File: src/rtl/rr_mux_stage.sv
// ---------------------------------------------------------------------------
// rr_mux_stage
//
// Purpose:
//   N-input, WIDTH-bit multiplexer with a valid/ready handshake on every input
//   channel and a registered one-entry output stage. The grant comes from one
//   of two sources:
//     mode = 0 : round-robin arbitration across all input channels
//     mode = 1 : fixed selection by the sel index (legacy mux behaviour)
//   It sits between datapath producers (register file, ALU result paths) and
//   a single downstream consumer. The output stage can drain and reload in
//   the same cycle, so it sustains one word per cycle.
//
// Parameters:
//   WIDTH   data width per channel in bits
//   NUM_IN  number of input channels (2..16)
//   SEL_W   width of the channel index
//
// Ports:
//   clk        rising-edge clock
//   rst_n      asynchronous active-low reset
//   mode       0 = round-robin, 1 = fixed select
//   sel        channel index used when mode = 1
//   in_data    packed channel data, channel i at [i*WIDTH +: WIDTH]
//   in_valid   per-channel valid
//   in_ready   per-channel ready (combinational, all zero during reset)
//   out_data   registered output data
//   out_sel    index of the channel that produced out_data
//   out_valid  output register holds a word
//   out_ready  consumer accepts the held word this cycle
//   xfer_cnt   count of words drained from the output register
//
// Configuration:
//   RR_MUX_STAT_EN  when defined, xfer_cnt is a saturating 32-bit counter of
//                   output drains. When undefined, xfer_cnt is tied to zero
//                   and no counter is built. The port list is the same in
//                   both builds.
// ---------------------------------------------------------------------------
module rr_mux_stage #(
    parameter int WIDTH  = 32,
    parameter int NUM_IN = 4,
    parameter int SEL_W  = $clog2(NUM_IN)
) (
    input  logic                    clk,
    input  logic                    rst_n,
    input  logic                    mode,
    input  logic [SEL_W-1:0]        sel,
    input  logic [NUM_IN*WIDTH-1:0] in_data,
    input  logic [NUM_IN-1:0]       in_valid,
    output logic [NUM_IN-1:0]       in_ready,
    output logic [WIDTH-1:0]        out_data,
    output logic [SEL_W-1:0]        out_sel,
    output logic                    out_valid,
    input  logic                    out_ready,
    output logic [31:0]             xfer_cnt
);

    // Output register and round-robin pointer state
    logic [WIDTH-1:0]  out_data_q,  out_data_d;
    logic [SEL_W-1:0]  out_sel_q,   out_sel_d;
    logic              out_valid_q, out_valid_d;
    logic [SEL_W-1:0]  ptr_q,       ptr_d;

    // Arbitration results for the current cycle
    logic [NUM_IN-1:0] grant;
    logic              rr_found;
    logic [SEL_W-1:0]  grant_idx;
    logic [WIDTH-1:0]  grant_data;
    logic              load_en;
    logic              xfer;

    // The output register can accept a new word when it is empty or when
    // the held word leaves this very cycle.
    assign load_en = !out_valid_q || out_ready;

    // Grant selection. Round-robin scans upward from ptr to the top channel,
    // then wraps and scans from channel 0 up to ptr-1; the first valid channel
    // found wins. Splitting the scan into two passes handles any NUM_IN,
    // including non-power-of-two counts, without modulo arithmetic.
    // Fixed mode only ever looks at the channel named by sel, so an
    // out-of-range sel simply matches no channel and grants nothing.
    always_comb begin
        grant    = '0;
        rr_found = 1'b0;
        if (mode) begin
            for (int i = 0; i < NUM_IN; i++) begin
                if (sel == SEL_W'(i)) begin
                    grant[i] = in_valid[i];
                end
            end
        end else begin
            for (int i = 0; i < NUM_IN; i++) begin
                if (!rr_found && (i >= int'(ptr_q)) && in_valid[i]) begin
                    grant[i] = 1'b1;
                    rr_found = 1'b1;
                end
            end
            for (int i = 0; i < NUM_IN; i++) begin
                if (!rr_found && (i < int'(ptr_q)) && in_valid[i]) begin
                    grant[i] = 1'b1;
                    rr_found = 1'b1;
                end
            end
        end
    end

    // Encode the one-hot grant into an index and pick the matching data word.
    always_comb begin
        grant_idx  = '0;
        grant_data = '0;
        for (int i = 0; i < NUM_IN; i++) begin
            if (grant[i]) begin
                grant_idx  = SEL_W'(i);
                grant_data = in_data[i*WIDTH +: WIDTH];
            end
        end
    end

    // Ready is gated by reset so producers see no acceptance while the
    // stage is held in reset, independent of the register contents.
    assign in_ready = (rst_n && load_en) ? grant : '0;

    // A grant always implies the channel is valid, so any ready bit means
    // a transfer happens at the next edge.
    assign xfer = |in_ready;

    // Next-state for the output register. A transfer overwrites the held
    // word (covering the drain-and-load case without a bubble); a drain with
    // no transfer only clears valid and leaves data/sel at their last value.
    always_comb begin
        out_data_d  = out_data_q;
        out_sel_d   = out_sel_q;
        out_valid_d = out_valid_q;
        if (xfer) begin
            out_data_d  = grant_data;
            out_sel_d   = grant_idx;
            out_valid_d = 1'b1;
        end else if (out_valid_q && out_ready) begin
            out_valid_d = 1'b0;
        end
    end

    // The pointer only moves on a round-robin transfer, and then to the
    // channel just after the winner, wrapping from the top channel to 0.
    always_comb begin
        ptr_d = ptr_q;
        if (!mode && xfer) begin
            if (grant_idx == SEL_W'(NUM_IN - 1)) begin
                ptr_d = '0;
            end else begin
                ptr_d = grant_idx + SEL_W'(1);
            end
        end
    end

    // State registers with asynchronous reset; reset discards any held word.
    always_ff @(posedge clk or negedge rst_n) begin
        if (!rst_n) begin
            out_data_q  <= '0;
            out_sel_q   <= '0;
            out_valid_q <= 1'b0;
            ptr_q       <= '0;
        end else begin
            out_data_q  <= out_data_d;
            out_sel_q   <= out_sel_d;
            out_valid_q <= out_valid_d;
            ptr_q       <= ptr_d;
        end
    end

    assign out_data  = out_data_q;
    assign out_sel   = out_sel_q;
    assign out_valid = out_valid_q;

`ifdef RR_MUX_STAT_EN
    // Drain statistics: count words the consumer accepted, saturating at the
    // all-ones value so a long run never wraps back to a small number.
    logic [31:0] xfer_cnt_q, xfer_cnt_d;

    always_comb begin
        xfer_cnt_d = xfer_cnt_q;
        if (out_valid_q && out_ready && (xfer_cnt_q != 32'hFFFF_FFFF)) begin
            xfer_cnt_d = xfer_cnt_q + 32'd1;
        end
    end

    always_ff @(posedge clk or negedge rst_n) begin
        if (!rst_n) begin
            xfer_cnt_q <= 32'd0;
        end else begin
            xfer_cnt_q <= xfer_cnt_d;
        end
    end

    assign xfer_cnt = xfer_cnt_q;
`else
    assign xfer_cnt = 32'd0;
`endif

endmodule

File: config.mk
export PLATFORM = sky130hd
export DESIGN_NAME = rr_mux_stage
export DESIGN_NICKNAME = d
export VERILOG_FILES = /design/src/rtl/rr_mux_stage.sv
export SDC_FILE = /design/constraint.sdc
export NUM_CORES = 1
export LEC_CHECK = 0
export ABC_CLOCK_PERIOD_IN_PS = 3400
export CAP_MARGIN = 0
export CORE_ASPECT_RATIO = 1.5
export CORE_MARGIN = 5
export CORE_UTILIZATION = 34
export DETAILED_ROUTE_END_ITERATION = 16
export GPL_TIMING_DRIVEN = 0
export PLACE_DENSITY = 0.82
export SYNTH_ARGS = -nofsm -noshare
export SYNTH_HDL_FRONTEND = slang
export SYNTH_SLANG_ARGS = --single-unit
File: constraint.sdc
create_clock -name clk -period 3.4 [get_ports clk]
set_input_delay 1.02 -clock clk [delete_from_list [all_inputs] [get_ports clk]]
set_output_delay 1.02 -clock clk [all_outputs]
set_load 0.02 [all_outputs]
==> Word level (Yosys, flattened, before mapping) <==
Index checks and enable logic that the tools add are counted.
{ "classes": {"add_sub_neg": 1, "magnitude_cmp": 6, "eq_ne": 4, "mux": 34, "reduce_logical": 27} }
{ "op_table": {"columns": ["op", "count"], "rows": [
  ["$mux 32", 4],
  ["$mux 1", 25],
  ["$logic_and 1x1->1", 15],
  ["$logic_not 1->1", 8],
  ["$mux 4", 2],
  ["$eq 2x2->1 const B", 3],
  ["$mux 2", 3],
  ["$ge 1x2->1 const A", 2],
  ["$lt 1x2->1 const A", 2],
  ["$reduce_or 4->1", 1],
  ["$add 2x1->2 const B", 1],
  ["$eq 2x1->1 const B", 1],
  ["$ge 2x2->1 const A", 1],
  ["$logic_not 2->1", 1],
  ["$lt 2x2->1 const A", 1],
  ["$reduce_bool 2->1", 1],
  ["$logic_or 1x1->1", 1]
]} }
{ "totals": {"reg_bits": 37, "in_bits": 138} }

==> Longest topological paths before layout <==
Gate-level depths: netlist of the first run.
{ "logic_depth": {"depth_word": 38, "mapped_depth": 9, "mapped_depth_nobuf": 6} }

==> Least setup slack after synthesis of the first run <==
No wires, ideal clock.
{ "synth_path": {"kind": "input to output", "start": "in mode", "end": "out in_ready[1]", "arrival_time_ns": 2.224, "required_time_ns": 2.380, "path_slack_ns": 0.156, "stages": 6, "n_path_buf": 3, "cell_sequence": "buf_2 -> nor4b_1 -> o21ai_1 -> buf_2 -> buf_2 -> nor2_1"} }
{ "synth_via": {"elab_chain_cells": 2} }
{ "synth_lines": {"columns": ["element", "line_no", "rtl"], "rows": [
  ["start, declared", "46", "input logic mode,"],
  ["$mux 4", "85", "if (mode) begin"],
  ["$mux 4", "121", "assign in_ready = (rst_n && load_en) ? grant : '0;"],
  ["end, declared", "50", "output logic [NUM_IN-1:0] in_ready,"]
]} }
Every way passes these cells.

==> Worst setup path after layout of the first run <==
{ "layout_path": {"start": "in in_valid[0]", "end": "out in_ready[2]"} }
{ "layout_via": {"elab_chain_cells": 33} }
{ "layout_lines": {"columns": ["element", "line_no", "rtl"], "rows": [
  ["start, declared", "49", "input logic [NUM_IN-1:0] in_valid,"],
  ["$logic_and 1x1->1", "93", "if (!rr_found && (i >= int'(ptr_q)) && in_valid[i]) begin"],
  ["$mux 1", "93", null],
  ["$mux 1", "85", null],
  ["$logic_not 1->1", "93", null],
  ["$logic_and 1x1->1 (2 in a row)", "93", null],
  ["$mux 1", "93", null],
  ["$mux 1", "85", null],
  ["$logic_not 1->1", "93", null],
  ["[14 not listed]", null, null],
  ["$logic_and 1x1->1 (2 in a row)", "99", "if (!rr_found && (i < int'(ptr_q)) && in_valid[i]) begin"],
  ["$mux 1", "99", null],
  ["$mux 1", "85", null],
  ["$logic_not 1->1", "99", null],
  ["$logic_and 1x1->1 (2 in a row)", "99", null],
  ["$mux 1 *", "99", null],
  ["$mux 4 *", "85", null],
  ["$mux 4 *", "121", null]
]} }
Every way passes the cells marked *; elsewhere a longest branch is shown, timed or not. The select of a mux whose other input is x is not followed.

==> results of run 1 <==
[what timing repair did]
action | CTS | global route
hold buffers | 0 | 0
hold endpoints to repair | 0 | 0
endpoints found under the setup margin | 4 | 4
pin swaps | 4 | 3
resized for setup | 49 | 4
setup buffers | 6 | 1
[tightest hold or removal path: cells and delay by family (launching register included)]
| family | cells | cell delay [ps] |
|---|---|---|
| flip-flops | 1 | 340 |
| AO/OA/AOI/OAI | 1 | 60 |
| AND/OR/NAND/NOR | 1 | 50 |
[sequential cells by signal, summed over array words and instances (netlist names)]
signal,flops
out_valid,1
out_data,32
out_sel,2
ptr_q,2
[logic make-up (layout without fill, tap and decap cells)]
family,count (synthesis),count (layout),synth area share (%)
flops,37,37,34.7
simple gates,83,83,12.5
buf+inv,100,288,19.6
compound gates,116,116,33.0
other cells,1,32,0.141
[final timing paths]
| kind | startpoint | endpoint | depth (start not counted) |
|---|---|---|---|
| worst max-delay path | in_valid[0] | in_ready[2] | 8 |
| worst min-delay path | out_data[18] | out_data[18] | 2 |
| worst max register to register | ptr_q[1] | out_data[23] | 8 |
| worst min register to register | out_data[18] | out_data[18] | 2 |
| max in group asynchronous | rst_n | out_sel[1] | 1 |
| min in group asynchronous | rst_n | out_data[27] | 1 |
[power by group through the flow]
stage	clock (W)	combinational (W)	sequential (W)
2_1_floorplan	0	0.000624	0.00104
3_3_place_gp	0	0.00166	0.000786
3_5_place_dp	0	0.00169	0.000799
4_1_cts	0.000460	0.00175	0.000802
5_1_grt	0.000482	0.00187	0.000833
6_report	0.000453	0.00175	0.000804
[placed cells by master, fill, tap and decap left out, drive strengths merged]
cell,synthesis,final
nand3,2,2
nor3,4,4
nand2,37,37
nor2,35,35
o311ai,2,2
o21ai,7,7
nor2b,2,2
a41o,1,1
a31oi,29,29
o22a,1,1
conb,1,32
o311a,1,1
o22ai,5,5
a221oi,3,3
inv,41,41
dfrtp,37,37
and2,1,1
o211ai,29,29
clkbuf,13,20
o32ai,1,1
a41oi,3,3
buf,46,56
clkdlybuf4s15,0,2
o21ba,1,1
clkdlybuf4s50,0,164
a21oi,4,4
nor4b,1,1
dlygate4sd2,0,5
o221ai,29,29
nand2b,1,1
[metrics by stage]
step	setup TNS (ps)	instance area [µm²]	power [W]
global placement	-45020	4660	0.00245
finish	0	4940	0.00301
detailed placement	-4840	4660	0.00249
floorplan	0	2780	0.00167
CTS	0	4930	0.00301
global route	-11.3	4940	0.00318
[metal layers]
metal	GRT usage, %	vias up
li1	-	1594
met1	23.9	1596
met2	43.9	185
met3	5.18	28
met4	9.46	0
met5	0	-
[cell type report]
type                            count  area share [%]
Timing Repair Buffer              182            36.3
Multi-Input combinational cell    231            28.6
Sequential cell                    37            18.7
Buffer                             58            7.82
Inverter                           41            3.11
Clock buffer                        7            2.89
Tap cell                          102            2.58
==> metrics.txt, run 1 <==
Final ANT Viol Nets 0; Period minus WS final 3360 ps; Slowest Stage Delay on Critical Path about 270 ps; Mean Syn Cell Area between 7 and 8 µm²; ranking of synthesized cells by area dfrtp_1 35%, buf_4 10%, o221ai_1 9.5%; switching share of power roughly 40%; Seq/Total Area, Yosys a little over a third; row count 39; Buf/Inv on CP 4; Netlist cell types 31; CP Capture Type output pin; CP startpoint kind primary input; count leader, synth inv_1; Top Layer Used met4; met3 WL about 990 µm; Die Y-Extent about 120 µm; initial core utilization 34.8%; Reg power frac between 20% and 30%; final net count 694; DRT iter0 DRCs about 100; crit-path max FO 11; clk sinks 37; register area roughly 930 µm²; FF-to-FF setup slack 1030 ps; RePlAce Congestion 0.819; Mapped Cells approximately 340; NetSw between 0.001 and 0.0015 W; clock power share around 15%; worst-path cell chain clkdlybuf4s15_2, nor2b_4, nor3_1, o311ai_2, buf_4, buf_6, nor2_1, buf_4; Clock Path Buffers 2; DR vias/cell just over 5; # Max-Cap Violations 0; Die ar. about 9700 µm²; Final Cycle Share 98.8%; peak supply drop slightly above 300 µV; critical path's slowest cell clkdlybuf4s15_2; fill count 686; num ports about 210; core area 7660 µm²; vias 3403; Synth top area share approximately a third; Relative slew margins 63.0%; final setup fails 0; final core occ between 60% and 70%; met2 wire length around 6400 µm; first-pass GRT wire length roughly 18000 µm; internal power about 0.0018 W; Syn. warnings 0; WP data required about 2400 ps; fin cells about 660; clock latency on the worst-skew pair 270 ps; Crit path top cell by count buf_4; Met1 Routed Length 3940 µm; port bufs between 150 and 200; GRT Total Usage roughly a quarter; Critical Path AT between 2000 and 2500 ps; proportion of layout cells with a drive suffix above 1 around 14%; Area growth syn-to-layout 85.4%; Final Hold Fails 0; n_diodes 0; Slew Limit Fails 0; Post-synth EDFFs 0; Placed Cells ~650; DP HPWL around 9000 µm; Yosys top cell by area dfrtp_1; GR Overflow Total 0; Top FF cell, synth dfrtp_1; max frequency between 200 and 300 MHz; Setup Skew about 1.5 ps; drt pass-1 iters 4; drt wl/cell roughly 18 µm; area of the multi-input gates 1410 µm²; Comb pwr share approximately three fifths; most common library cells after synthesis 41 x inv_1, 37 x dfrtp_1, 37 x nand2_1, 36 x buf_4, 35 x nor2_1; clk root buf clkbuf_16; RSZ-0062 raised after global routing true; number of CTS-inserted buffers 5; CTS tree built; Lkg Pwr 2.12 nW; largest net degree at the start of global routing 40; DRC viols 0; Power Density between 600 and 700 nW/µm²; pre-CTS setup slack -1100 ps; Fin Hold WS ~490 ps; #FFs+latches synth 37; CP delay by family, top buffers and inverters; initial antenna violation count 0; ys async rst share 100%; clock slew at reported path FFs around 50 ps; Die W approximately 82 µm; H-tree levels 2; synthesized cell area roughly 2700 µm²; final worst-path setup slack 40.9 ps; vias in the first global route around 3600; final wirelength approximately 12000 µm; status finished clean; critical setup path kind primary input to output pin; Worst Tran Pin Value approximately 560 ps; Worst Hold Class flop to flop
No activity file was read; power rests on OpenSTA's default activity.
==> run 2: changes to the inputs <==
Settings changed: SETUP_SLACK_MARGIN set to 0.05.
==> run 2 against run 1 <==
  * Die area unchanged
  * Worst hold slack worse by 2.1 ps
  * Register-to-register slack about the same
  * Sequential power about the same
  * Clock skew about the same
  * Count of clock-buffer cells in the layout unchanged
  * Worst setup slack better by 1.4 ps
  * Largest cell class unchanged
==> metrics.txt, run 2 (synthesized netlist as in run 1, its figures left out) <==
status finished clean; final wirelength 11600 µm (-0.22%); max frequency 298 MHz (about the same); cell count of the worst reg-to-reg path 8 (unchanged); RSZ-0062 raised after global routing true; GRT Total Usage 23.5% (+0.076 points); final setup fails 0 (unchanged); n_diodes 0 (unchanged); peak supply drop 312 µV (about the same); Worst Tran Pin Value 564 ps (+8.05 ps); CTS tree built; largest net degree at the start of global routing 40 (unchanged); Die Y-Extent 118 µm (unchanged); clk sinks 37 (unchanged); Worst R2R End out_data[23]; Area growth syn-to-layout 85.4% (about the same); Power Density 609 nW/µm² (about the same); Finished Cell Area 4940 µm² (about the same); first-pass GRT wire length 17700 µm (+0.24%); most common cell after layout, fill and taps aside clkdlybuf4s50_1; critical setup path kind primary input to output pin; Period minus WS final 3360 ps (-1.42 ps); DP HPWL 9040 µm (unchanged); final worst-path setup slack 42.3 ps (+1.42 ps); Hold Path End out_data[18]; drt wl/cell 17.7 µm (-0.22%); vias 3381 (-0.65%); Area after DPL 4660 µm² (unchanged); initial core utilization 34.8% (unchanged); Final Hold Fails 0 (unchanged); Fin Hold WS 485 ps (-2.10 ps); Clock Path Buffers 2 (unchanged); Final Cycle Share 98.8% (about the same); Final ANT Viol Nets 0 (unchanged); initial antenna violation count 0 (unchanged); row count 39 (unchanged); drt pass-1 iters 5 (+1); Slew Limit Fails 0 (unchanged); pre-CTS setup slack -1100 ps (unchanged); min-delay src out_data[18]; crit-path max FO 11 (unchanged); num ports 209 (unchanged); H-tree levels 2 (unchanged); most frequent cells in the layout 164 x clkdlybuf4s50_1, 44 x buf_4, 40 x inv_1; Lkg Pwr 2.12 nW (about the same); Setup Skew 1.65 ps (+0.132 ps); Critical Path AT 2340 ps (about the same); clk root buf clkbuf_16; final net count 694 (unchanged); Die W 82.3 µm (unchanged); final core occ 64.5% (about the same); Fin Setup TNS 0 ps (unchanged); worst r2r src ptr_q[0]; clock slew at reported path FFs 50 ps (about the same); Relative slew margins 62.4% (-0.54 points); Largest register FFs 32 (unchanged); DRT iter0 DRCs 112 (+8.7%); # Max-Cap Violations 0 (unchanged); CP startpoint kind primary input; core area 7660 µm² (unchanged); proportion of layout cells with a drive suffix above 1 14.2% (unchanged); Die ar. 9750 µm² (unchanged); WP data required 2380 ps (about the same); hold depth 2 (unchanged); RePlAce Congestion 0.819 (unchanged); FF-to-FF setup slack 1030 ps (about the same); CP Capture Type output pin; DR vias/cell 5.14 (-0.65%); DRC viols 0 (unchanged); clock latency on the worst-skew pair 270 ps (about the same); number of CTS-inserted buffers 5 (unchanged); GR Overflow Total 0 (unchanged); Worst Hold Class flop to flop; port bufs 175 (unchanged); vias in the first global route 3622 (-0.25%)
run 2: changes by cell type in the layout (fill, tap and decap cells not counted):
cell             before  now
dlygate4sd2_1         5    4
clkdlybuf4s15_1       0    1
run 2: metal layers:
metal	vias to the layer above	track usage, %	wire length, µm
li1	1594	-	-
met1	1585	24.0	4000
met2	174	43.8	6320
met3	28	5.25	930
met4	0	9.77	368
met5	-	0	0
run 2: per-stage QoR:
step / total power (W) / cells
after floorplan: 0.00167 / 368
after global placement: 0.00245 / 645
after detailed placement: 0.00249 / 645
after CTS: 0.00302 / 657
after global routing: 0.00318 / 658
final: 0.00301 / 658
run 2: worst max-delay path: stages:
cell	delay [ps]
clkdlybuf4s15_2	270
nor2b_4	190
nor3_1	70
o311ai_2	260
buf_4	170
buf_6	150
nor2_1	60
buf_4	160
run 2: final cells by class:
type | count | area (µm²)
Sequential cell | 37 | 926
Tap cell | 102 | 128
Fill cell | 692 | 2720
Timing Repair Buffer | 182 | 1790
Buffer | 58 | 387
Clock buffer | 7 | 143
Multi-Input combinational cell | 231 | 1410
Inverter | 41 | 154
run 2: repair_timing:
| item | in CTS | in global routing |
|---|---|---|
| setup endpoints to repair | 4 | 3 |
| pin swaps | 4 | 4 |
| hold buffers | 0 | 0 |
| resized for setup | 53 | 1 |
| buffers inserted | 6 | 1 |
| cloned | 0 | 0 |
run 2: how the worst max path moves through the flow:
| stage | startpoint | end | slack [ps] | cells after the start |
|---|---|---|---|---|
| finish | in_valid[0] | in_ready[2] | 40 | 8 |
| global route | in_valid[1] | in_ready[3] | -2 | 6 |
| CTS | in_valid[2] | in_ready[1] | 60 | 8 |
| detailed placement | in_valid[0] | in_ready[2] | -1100 | 8 |
| global placement | rst_n | in_ready[1] | -1850 | 4 |
| floorplan | mode | in_ready[1] | 160 | 6 |
run 2: power by group:
group          switching, W  total (W)  internal [W]
Clock              0.000167   0.000455      0.000288
Sequential         0.000145   0.000805      0.000660
Combinational      0.000919    0.00175      0.000834
==> run 3: changes to the inputs <==
Settings changed: ABC_AREA set to 1.
==> run 3 against run 2 <==
  * Synthesized cell count increased by 23%
  * Highest routed layer unchanged
  * Maximum frequency rose by 2.6%
  * Sequential power down 7.3%
  * Largest power group unchanged
  * Combinational power is 11% lower
  * Worst hold slack worse by 8.9 ps
  * Critical path depth decreased by 2
  * Largest cell class unchanged
  * Final cell count grew 11%
  * Core utilization decreased by 1.4 points
  * Sequential share of layout area increased by 0.41 points
==> metrics.txt, run 3 <==
Synth top area share 34.5% (-0.27 points); Syn. warnings 0 (unchanged); Final ANT Viol Nets 0 (unchanged); DP HPWL 8380 µm (-7.3%); row count 39 (unchanged); WP data required 2380 ps (about the same); largest family of logic cells by synthesized area simple AND/OR/NAND/NOR gates; clk root buf clkbuf_16; most frequent cells in the layout 242 x nand2_1, 167 x clkdlybuf4s50_1, 37 x dfrtp_1; Post-synth EDFFs 0 (unchanged); Lkg Pwr 2.38 nW (+13%); final setup fails 0 (unchanged); Slowest Stage Delay on Critical Path 500 ps (+230 ps); core area 7660 µm² (unchanged); Critical Path AT 2250 ps (-90 ps); Seq/Total Area, Yosys 34.5% (-0.27 points); Top Layer Used met4; Period minus WS final 3270 ps (-84.3 ps); drt wl/cell 14.2 µm (-19%); Area growth syn-to-layout 80.0%; #FFs+latches synth 37 (unchanged); proportion of layout cells with a drive suffix above 1 11.0% (-3.2 points); Die W 82.6 µm (+0.35%); critical setup path kind primary input to output pin; ranking of synthesized cells by area dfrtp_1 34%, nand2_1 34%, buf_4 8.9%; number of CTS-inserted buffers 5 (unchanged); Die Y-Extent 119 µm (+0.36%); Fin Hold WS 476 ps (-8.88 ps); Clock Path Buffers 2 (unchanged); # Max-Cap Violations 0 (unchanged); Power Density 570 nW/µm² (-6.4%); status finished clean; largest net degree at the start of global routing 39 (-2.5%); synthesized cell area 2690 µm² (+0.80%); count leader, synth nand2_1; GRT Total Usage 21.0% (-2.5 points); DRC viols 0 (unchanged); ys async rst share 100% (unchanged); Top FF cell, synth dfrtp_1; vias 3345 (-1.1%); GR Overflow Total 0 (unchanged); Worst Hold Class flop to flop; max frequency 305 MHz (+2.6%); Fin Setup TNS 0 ps (unchanged); critical path's slowest cell clkdlybuf4s50_1; worst-path cell chain clkdlybuf4s50_1, inv_1, o21ai_0, nand3_1, nor2_1, buf_2; Setup Skew 3.64 ps (+1.99 ps); Met1 Routed Length 3810 µm (-4.6%); drt pass-1 iters 4 (-1); final net count 767 (+11%); first-pass GRT wire length 16200 µm (-8.0%); RePlAce Congestion 0.846 (+3.2%); Mean Syn Cell Area 6.49 µm² (-18%); Worst Tran Pin Value 565 ps (+1.50 ps); CP startpoint kind primary input; Final Cycle Share 96.3% (-2.5 points); clk sinks 37 (unchanged); Final Hold Fails 0 (unchanged); post-synthesis compound-gate area fraction 1.16% (-32 points); n_diodes 0 (unchanged); initial core utilization 35.1% (+0.28 points); most common library cells after synthesis 244 x nand2_1, 37 x dfrtp_1, 35 x nand4_1, 32 x buf_4, 16 x inv_1; num ports 209 (unchanged); Mapped Cells 414 (+23%); RSZ-0062 raised after global routing false; Slew Limit Fails 0 (unchanged); initial antenna violation count 0 (unchanged); Netlist cell types 22 (-29%); CP Capture Type output pin; multiplexer area fraction after synthesis 0% (unchanged); most common cell after layout, fill and taps aside nand2_1; Die ar. 9820 µm² (+0.72%); XOR/XNOR share of the synthesized area 0% (unchanged); Yosys top cell by area dfrtp_1; hold buffers post-CTS 0 (unchanged); Synth Area in Simple Gates 48.5% (+36 points); peak supply drop 315 µV (+1.1%); final wirelength 10400 µm (-10%); H-tree levels 2 (unchanged); vias in the first global route 3480 (-3.9%); DRT iter0 DRCs 98 (-13%); port bufs 176 (+0.57%); CTS tree built; Relative slew margins 62.3% (-0.10 points); Largest register FFs 32 (unchanged); clock slew at reported path FFs 50 ps (about the same); clock latency on the worst-skew pair 270 ps (about the same); met3 WL 719 µm (-23%); DR vias/cell 4.58 (-11%); crit-path max FO 3 (-8); adder-cell area share of the yosys netlist 0% (unchanged); met2 wire length 5720 µm (-9.5%)
-- run 3: metrics by stage --
stage | util, % | power, W | instances | setup slack, ps | cell area [µm²]
after floorplan | - | 0.00157 | 445 | 575 | 2800
after global placement | 61.3 | 0.00228 | 723 | -1920 | 4690
after detailed placement | 61.2 | 0.00231 | 723 | -757 | 4690
after CTS | 63.1 | 0.00279 | 731 | 44.2 | 4830
after global routing | 63.1 | 0.00295 | 731 | 50.9 | 4840
final | 63.1 | 0.00276 | 731 | 127 | 4840
-- run 3: cells by family after synthesis --
family,after synthesis
other cells,1
simple gates,303
flops,37
buf+inv,67
compound gates,6
-- run 3: path summary, 6_finish.rpt --
check	from	endpoint	slack (ps)	depth (start not counted)
worst max-delay path	sel[1]	in_ready[3]	130	6
worst min-delay path	out_data[11]	out_data[11]	480	2
worst max register to register	ptr_q[1]	out_data[4]	1380	11
worst min register to register	out_data[11]	out_data[11]	480	2
max in group asynchronous	rst_n	out_data[5]	2480	1
min in group asynchronous	rst_n	ptr_q[1]	640	1
-- run 3: critical path, delay by kind of cell --
family	cells	cell delay, ps
and+or+nand+nor	2	300
buffers and inverters	3	770
AOI/OAI and AO/OA	1	170
-- run 3: area by class of cell --
type / instances / area, µm²
clock buffers: 7 / 143
repair buffers: 177 / 1750
inverters: 17 / 63.8
well taps: 102 / 128
fillers: 684 / 2820
multi-input cells: 341 / 1470
flip-flops and latches: 37 / 926
plain buffers: 50 / 360
-- run 3: timing repair --
item                                   CTS  global route
pin swaps                                1             0
setup buffers                            1             0
resized for setup                       25             2
endpoints found under the hold margin    0             0
setup endpoints to repair                4             3
-- run 3: report_power, final --
group	internal, W	total [W]	switching, W
Combinational	0.000713	0.00156	0.000844
Clock	0.000288	0.000456	0.000168
Sequential	0.000637	0.000746	0.000109
Total	0.00164	0.00276	0.00112
-- run 3: routing by layer --
layer / GRT usage [%] / vias up
li1: - / 1668
met1: 22.5 / 1550
met2: 40.2 / 117
met3: 4.00 / 10
met4: 5.83 / 0
met5: 0 / -
